`src/rtl/key_search_arbiter.sv`:
```
// key_search_arbiter: launches a group of parallel key-search cores, freezes them
// on the first success (lowest core index wins) or once every core has reported
// key-space exhaustion, and latches the winning key and core index.
// Optional build macro KEY_SEARCH_TIMER_EN adds a saturating 32-bit elapsed_cycles
// counter of the cycles spent in RUN.
module key_search_arbiter #(
  parameter int unsigned NUM_CORES = 4
) (
  input  logic                      clk,
  input  logic                      reset,
  input  logic                      start,
  input  logic [NUM_CORES-1:0]      core_success,
  input  logic [NUM_CORES-1:0]      core_failure,
  input  logic [24*NUM_CORES-1:0]   core_key,
  output logic                      core_clear,
  output logic                      stop,
  output logic                      busy,
  output logic                      found,
  output logic                      exhausted,
  output logic [23:0]               found_key,
  output logic [2:0]                found_core
`ifdef KEY_SEARCH_TIMER_EN
  ,
  output logic [31:0]               elapsed_cycles
`endif
);

  localparam int unsigned KEY_W = 24;
  localparam int unsigned IDX_W = 3;
  localparam int unsigned TMR_W = 32;

  localparam logic [2:0] S_IDLE      = 3'd0;
  localparam logic [2:0] S_CLEAR     = 3'd1;
  localparam logic [2:0] S_RUN       = 3'd2;
  localparam logic [2:0] S_FOUND     = 3'd3;
  localparam logic [2:0] S_EXHAUSTED = 3'd4;

  logic [2:0]           r_state;
  logic [NUM_CORES-1:0] r_fail_mask;
  logic                 r_core_clear;
  logic                 r_stop;
  logic                 r_busy;
  logic                 r_found;
  logic                 r_exhausted;
  logic [KEY_W-1:0]     r_found_key;
  logic [IDX_W-1:0]     r_found_core;

  logic [2:0]           w_state_nxt;
  logic [NUM_CORES-1:0] w_fail_mask_nxt;
  logic                 w_found_nxt;
  logic                 w_exhausted_nxt;
  logic [KEY_W-1:0]     w_found_key_nxt;
  logic [IDX_W-1:0]     w_found_core_nxt;

  logic                 w_any_success;
  logic [IDX_W-1:0]     w_win_idx;
  logic [KEY_W-1:0]     w_win_key;
  logic [NUM_CORES-1:0] w_fail_mask_upd;
  logic                 w_all_failed;

`ifdef KEY_SEARCH_TIMER_EN
  logic [TMR_W-1:0]     r_elapsed;
  logic [TMR_W-1:0]     w_elapsed_nxt;
`endif

  // Priority pick of the lowest-index successful core and its key
  always_comb begin
    w_any_success = |core_success;
    w_win_idx     = '0;
    w_win_key     = '0;
    for (int i = NUM_CORES - 1; i >= 0; i--) begin
      if (core_success[i]) begin
        w_win_idx = IDX_W'(i);
        w_win_key = core_key[i*KEY_W +: KEY_W];
      end
    end
  end

  // Sticky fail mask including this cycle's failures
  always_comb begin
    w_fail_mask_upd = r_fail_mask | core_failure;
    w_all_failed    = &w_fail_mask_upd;
  end

  // Next-state and next-output decode
  always_comb begin
    w_state_nxt      = r_state;
    w_fail_mask_nxt  = r_fail_mask;
    w_found_nxt      = r_found;
    w_exhausted_nxt  = r_exhausted;
    w_found_key_nxt  = r_found_key;
    w_found_core_nxt = r_found_core;
`ifdef KEY_SEARCH_TIMER_EN
    w_elapsed_nxt    = r_elapsed;
`endif
    case (r_state)
      S_IDLE, S_FOUND, S_EXHAUSTED: begin
        if (start) begin
          // Results are wiped on entry so they already read zero during CLEAR
          w_state_nxt      = S_CLEAR;
          w_fail_mask_nxt  = '0;
          w_found_nxt      = 1'b0;
          w_exhausted_nxt  = 1'b0;
          w_found_key_nxt  = '0;
          w_found_core_nxt = '0;
`ifdef KEY_SEARCH_TIMER_EN
          w_elapsed_nxt    = '0;
`endif
        end
      end
      S_CLEAR: begin
        w_state_nxt     = S_RUN;
        w_fail_mask_nxt = '0;
      end
      S_RUN: begin
        w_fail_mask_nxt = w_fail_mask_upd;
`ifdef KEY_SEARCH_TIMER_EN
        if (r_elapsed != {TMR_W{1'b1}}) begin
          w_elapsed_nxt = r_elapsed + TMR_W'(1);
        end
`endif
        // Success outranks a simultaneous final failure
        if (w_any_success) begin
          w_state_nxt      = S_FOUND;
          w_found_nxt      = 1'b1;
          w_found_key_nxt  = w_win_key;
          w_found_core_nxt = w_win_idx;
        end else if (w_all_failed) begin
          w_state_nxt     = S_EXHAUSTED;
          w_exhausted_nxt = 1'b1;
        end
      end
      default: begin
        w_state_nxt = S_IDLE;
      end
    endcase
  end

  // State and registered outputs; control outputs decoded from the next state
  always_ff @(posedge clk) begin
    if (reset) begin
      r_state      <= S_IDLE;
      r_fail_mask  <= '0;
      r_core_clear <= 1'b0;
      r_stop       <= 1'b1;
      r_busy       <= 1'b0;
      r_found      <= 1'b0;
      r_exhausted  <= 1'b0;
      r_found_key  <= '0;
      r_found_core <= '0;
`ifdef KEY_SEARCH_TIMER_EN
      r_elapsed    <= '0;
`endif
    end else begin
      r_state      <= w_state_nxt;
      r_fail_mask  <= w_fail_mask_nxt;
      r_core_clear <= (w_state_nxt == S_CLEAR);
      r_stop       <= (w_state_nxt != S_RUN);
      r_busy       <= (w_state_nxt == S_CLEAR) || (w_state_nxt == S_RUN);
      r_found      <= w_found_nxt;
      r_exhausted  <= w_exhausted_nxt;
      r_found_key  <= w_found_key_nxt;
      r_found_core <= w_found_core_nxt;
`ifdef KEY_SEARCH_TIMER_EN
      r_elapsed    <= w_elapsed_nxt;
`endif
    end
  end

  assign core_clear = r_core_clear;
  assign stop       = r_stop;
  assign busy       = r_busy;
  assign found      = r_found;
  assign exhausted  = r_exhausted;
  assign found_key  = r_found_key;
  assign found_core = r_found_core;
`ifdef KEY_SEARCH_TIMER_EN
  assign elapsed_cycles = r_elapsed;
`endif

endmodule

```
`config.mk`:
```
export PLATFORM = sky130hd
export DESIGN_NAME = key_search_arbiter
export DESIGN_NICKNAME = d
export VERILOG_FILES = /design/src/rtl/key_search_arbiter.sv
export SDC_FILE = /design/constraint.sdc
export NUM_CORES = 1
export LEC_CHECK = 0
export ABC_AREA = 1
export CAP_MARGIN = 20
export CORE_ASPECT_RATIO = 0.6
export CORE_MARGIN = 4
export CORE_UTILIZATION = 30
export DETAILED_ROUTE_END_ITERATION = 8
export PLACE_DENSITY = 0.64
export SKIP_CTS_REPAIR_TIMING = 1
export SLEW_MARGIN = 20
export SYNTH_ARGS = -nofsm -noshare
export SYNTH_HDL_FRONTEND = slang
export SYNTH_SLANG_ARGS = --single-unit
```
`constraint.sdc`:
```
create_clock -name clk -period 1.7 [get_ports clk]
set_input_delay 0.51 -clock clk [delete_from_list [all_inputs] [get_ports clk]]
set_output_delay 0.51 -clock clk [all_outputs]
set_load 0.01 [all_outputs]
```
# == Word level (Yosys, flattened, before mapping) ==
# Index checks and enable logic that the tools add are counted.
# totals
reg_bits,39
# op_classes
n_eq_ne,11
muxes,26
bitwise,1
n_reduce_logical,10
# ops
cell,n
$mux 24,6
$pmux 24 s2,1
$mux 3,8
$pmux 4 s3,1
$eq 3x2->1 const B,3
$pmux 3 s3,1
$ne 2x2->1 const B,4
$reduce_and 4->1,2
$eq 3x1->1 const B,2
$pmux 3 s2,1
$mux 1,4
$mux 4,1
$or 4x4->4,1
$pmux 1 s2,2
$reduce_or 4->1,1
$eq 3x3->1 const B,1
$logic_not 3->1,1
$ne 3x2->1 const B,1
$reduce_and 3->1,1
$reduce_bool 3->1,1
$reduce_or 3->1,1
$mux 2,1
$reduce_and 2->1,1
$reduce_bool 2->1,1
$logic_or 1x1->1,1

# == Depth between registers and ports, before layout ==
# logic_depth
ltp_word,7
ltp_mapped,9

# == Worst setup path after synthesis ==
# OpenSTA, ideal clock, no wires.
# synth_timing
path_type,input to register
from,in core_success[1]
to,"reg r_found_key[15], in the netlist found_key[15]"
setup_time_ps,71
arrival_time_ps,1403
required_ps,1629
slack_ps,226
cell_stages,9
path_buffers,2
path_cell_list,buf_2 > nor2_2 > nand2_1 > nor2_2 > inv_2 > nand2_4 > buf_12 > nand2_4 > a21oi_2
# synth_via
elab_chain_cells,4
# synth_rtl
item,line_no,source
start: declaration,12,"input logic [NUM_CORES-1:0] core_success,"
$mux 24 (2 in series),72,if (core_success[i]) begin
$mux 24,123,if (w_any_success) begin
$pmux 24 s2,96,case (r_state)
end signal: assignment,162,r_found_key <= w_found_key_nxt;
end: declaration,45,logic [KEY_W-1:0] r_found_key;
# Parallel ways exist; a longest one is shown, timed or not. The select of a mux whose other input is x is not followed.
# A chain may end at the register's enable or synchronous reset.

# == Final worst setup path ==
# layout_timing
from,"reg r_found_key[9], in the netlist found_key[9]"
to,out found_key[9]
# layout_rtl
item,line_no,source
end: declaration,20,"output logic [23:0] found_key,"
# No word-level cell between the ends.

==> results.sh <==
export IMPL_status="finished clean"
export IMPL_antennaDiodeCount=0
export IMPL_setup_violations_final=0
export IMPL_h_tree_depth=2
export IMPL_critPathMaxStageDelay_ps=540
export IMPL_finalWirelength_mm=8.78
export IMPL_r2r_start="r_state[1]"
export IMPL_min_period_ps=1660
export IMPL_critical_path_buf_inv_count=1
export IMPL_worst_ep_arrival_time_ps=1150
export IMPL_p_int_w=0.00285
export IMPL_pwr_share_comb_pct=42.9
export IMPL_cts_tree="built"
export IMPL_cts_root_buf="clkbuf_16"
export IMPL_grt_start_max_net_pins=31
export IMPL_min_path_type="reg2reg"
export IMPL_syn2layout_area_growth_pct=71.1
export IMPL_swShare_pct=33.5
export IMPL_synth_fp_nets=530
export IMPL_yosysTopAreaCell="dfxtp_1"
export IMPL_timing_final_crit_share_pct=97.9
export IMPL_max_freq_mhz=601
export IMPL_first_iter_violations=162
export IMPL_pre_cts_ws_ps=-243
export IMPL_min_to="found"
export IMPL_yosysSeqAreaShare_pct=29.8
export IMPL_finalClockSkew_ps=4.93
export IMPL_nFillCells=799
export IMPL_clock_latency_ps=280
export IMPL_crit_slowest_cell="clkdlybuf4s50_1"
export IMPL_grt_pass1_vias=3050
export IMPL_cp_cell_sequence="clkdlybuf4s50_1"
export IMPL_routed_via_count=3030
export IMPL_place_gp_congestion=0.901
export IMPL_port_buffers=137
export IMPL_required_ps=1190
export IMPL_fin_ws_ps=35.3
export IMPL_startpoint_type="register"
export IMPL_rsz0062_at_grt="true"
export IMPL_grt_pass1_wl_mm=14.5
export IMPL_p_leak_nw=2.32
export IMPL_antenna_left=0
export IMPL_power_w=0.00429
export IMPL_antenna_found_initial=0
export IMPL_cts_clk_slew_worst_paths_ps=60
export IMPL_drive_above_1_share_pct=14.4
export IMPL_initial_core_util_pct=31.7
export IMPL_core_sq_um=8070
export IMPL_path_delay_family="buffers and inverters"
export IMPL_io_pins=139
export IMPL_cts_sinks=38
export IMPL_seq_power_share_pct=28.3
export IMPL_drtPass1Iterations=4
export IMPL_synth_top_area_share_pct=29.8
export IMPL_power_density_nw_per_um2=982
export IMPL_fp_dieArea_sq_um=10100
export IMPL_crit_type="reg2out"
export IMPL_cts_buffers=5
export IMPL_crit_fanout=2
export IMPL_drv_cap=0
export IMPL_yosysWarnings=0
export IMPL_multi_input_area_sq_um=1570
export IMPL_syn_inst=423
export IMPL_final_cell_mix="nand2_1 (187), clkdlybuf4s50_1 (107), nor2_1 (58)"
export IMPL_grt_remaining_overflow=0
export IMPL_pwr_share_clk_pct=28.8
export IMPL_peakVddDrop_uv=509
export IMPL_endpoint_kind="output port"
export IMPL_whs_ps=461
export IMPL_hold_violations=0
export IMPL_ff2ff_path_depth=6
export IMPL_synth_distinct_cells=25
export IMPL_die_h_um=79.5
export IMPL_synth_avg_cell_area_sq_um=6.04
export IMPL_min_from="found"
export IMPL_syn_cell_area_sq_um=2550
export IMPL_holdPathStages=2
export IMPL_r2r_slack_ps=170
export IMPL_fin_nets=668
export IMPL_layout_commonest_cell="nand2_1"
export IMPL_die_w_um=127
export IMPL_ys_seq_elements=38
export IMPL_rows=25
export IMPL_avgViaCountPerCell=4.52
export IMPL_track_usage_pct=17.6
export IMPL_cts_buffer_depth=2
export IMPL_wl_per_cell_um=13.1
export IMPL_p_sw_w=0.00144
export IMPL_drv_slew=0
export IMPL_worst_r2r_endpoint="exhausted"
export IMPL_ys_top_cells_by_area="dfxtp_1 (30%), nand2_1 (27%), nor2_1 (8.5%), a21oi_1 (7.4%), a21oi_2 (6.9%)"
export IMPL_dpl_hpwl_mm=6.98
export IMPL_register_area_sq_um=762
export IMPL_drc_errors=0
[kinds of logic (layout without fill, tap and decap cells)]
logic type / after synthesis / count (layout) / share of synthesized area (%)
AO/OA/AOI/OAI: 60 / 60 / 15.1
other: 1 / 1 / 0.147
AND/OR/NAND/NOR: 279 / 279 / 46.2
buffers and inverters: 45 / 184 / 8.72
flip-flops: 38 / 38 / 29.8
[power by group through the flow]
stage	logic (W)	clock network [W]	registers (W)
6_report	0.00184	0.00123	0.00122
5_1_grt	0.00203	0.00130	0.00124
4_1_cts	0.00188	0.00127	0.00122
3_5_place_dp	0.00187	0	0.00124
3_3_place_gp	0.00184	0	0.00123
2_1_floorplan	0.000981	0	0.00127
[synthesized netlist by cell type]
| cell | number |
|---|---|
| nand2_1 | 187 |
| nor2_1 | 58 |
| a21oi_1 | 38 |
| dfxtp_1 | 38 |
| a21oi_2 | 20 |
| inv_1 | 16 |
| nand2_2 | 12 |
| buf_2 | 9 |
| clkbuf_1 | 9 |
| nand2_4 | 9 |
| nand3_1 | 5 |
| buf_1 | 3 |
| inv_2 | 3 |
| nor2_2 | 3 |
| buf_4 | 2 |
| nand4_1 | 2 |
| a21oi_4 | 1 |
| buf_12 | 1 |
| buf_6 | 1 |
| buf_8 | 1 |
| conb_1 | 1 |
| nand3_2 | 1 |
| nand3b_1 | 1 |
| nor2_4 | 1 |
| o21ai_0 | 1 |
[worst max path at each step]
stage | startpoint | endpoint | slack [ps] | cells after the start
after global placement | core_success[2] | found_key[5] | -240 | 8
after CTS | found_key[16] | found_key[16] | -80 | 1
after floorplan | core_success[1] | found_key[15] | 230 | 9
final | found_key[9] | found_key[9] | 40 | 1
after detailed placement | core_success[2] | found_key[5] | -240 | 8
after global routing | core_success[3] | found_key[3] | -10 | 9
[cell type report]
class,instances,area share [%]
Tap cell,108,3.09
Multi-Input combinational cell,340,36.0
Clock buffer,6,3.18
Clock inverter,2,1.37
Sequential cell,38,17.4
Timing Repair Buffer,157,37.3
Inverter,19,1.63
[stage by stage]
stage | area [sq um] | util [%] | setup TNS, ps | std cells
floorplan | 2550 | - | 0 | 423
global placement | 4100 | 50.8 | -5580 | 662
detailed placement | 4100 | 50.8 | -6030 | 662
CTS | 4300 | 53.3 | -694 | 670
global route | 4370 | 54.2 | -14.2 | 670
finish | 4370 | 54.2 | 0 | 670
[worst reg2reg max path: stages (launching register included)]
cell,delay [ps]
dfxtp_1,450
nand3_2,170
inv_1,260
nand2_1,210
buf_4,190
nand3_1,70
a21oi_1,70
[routing by layer]
| layer | vias to the layer above | wire length [um] | GRT usage [%] |
|---|---|---|---|
| li1 | 1581 | - | - |
| met1 | 1327 | 4190 | 23.5 |
| met2 | 118 | 3770 | 28.0 |
| met3 | 4 | 777 | 5.88 |
| met4 | 0 | 36 | 3.10 |
| met5 | - | 0 | 0 |
[flip-flops by register name (all words and copies together), names as in the netlist]
register     cells
exhausted        1
found_key       24
busy             1
r_fail_mask      4
core_clear       1
r_state          3
stop             1
found_core       2
found            1
Power figures use the tool's default switching activity.
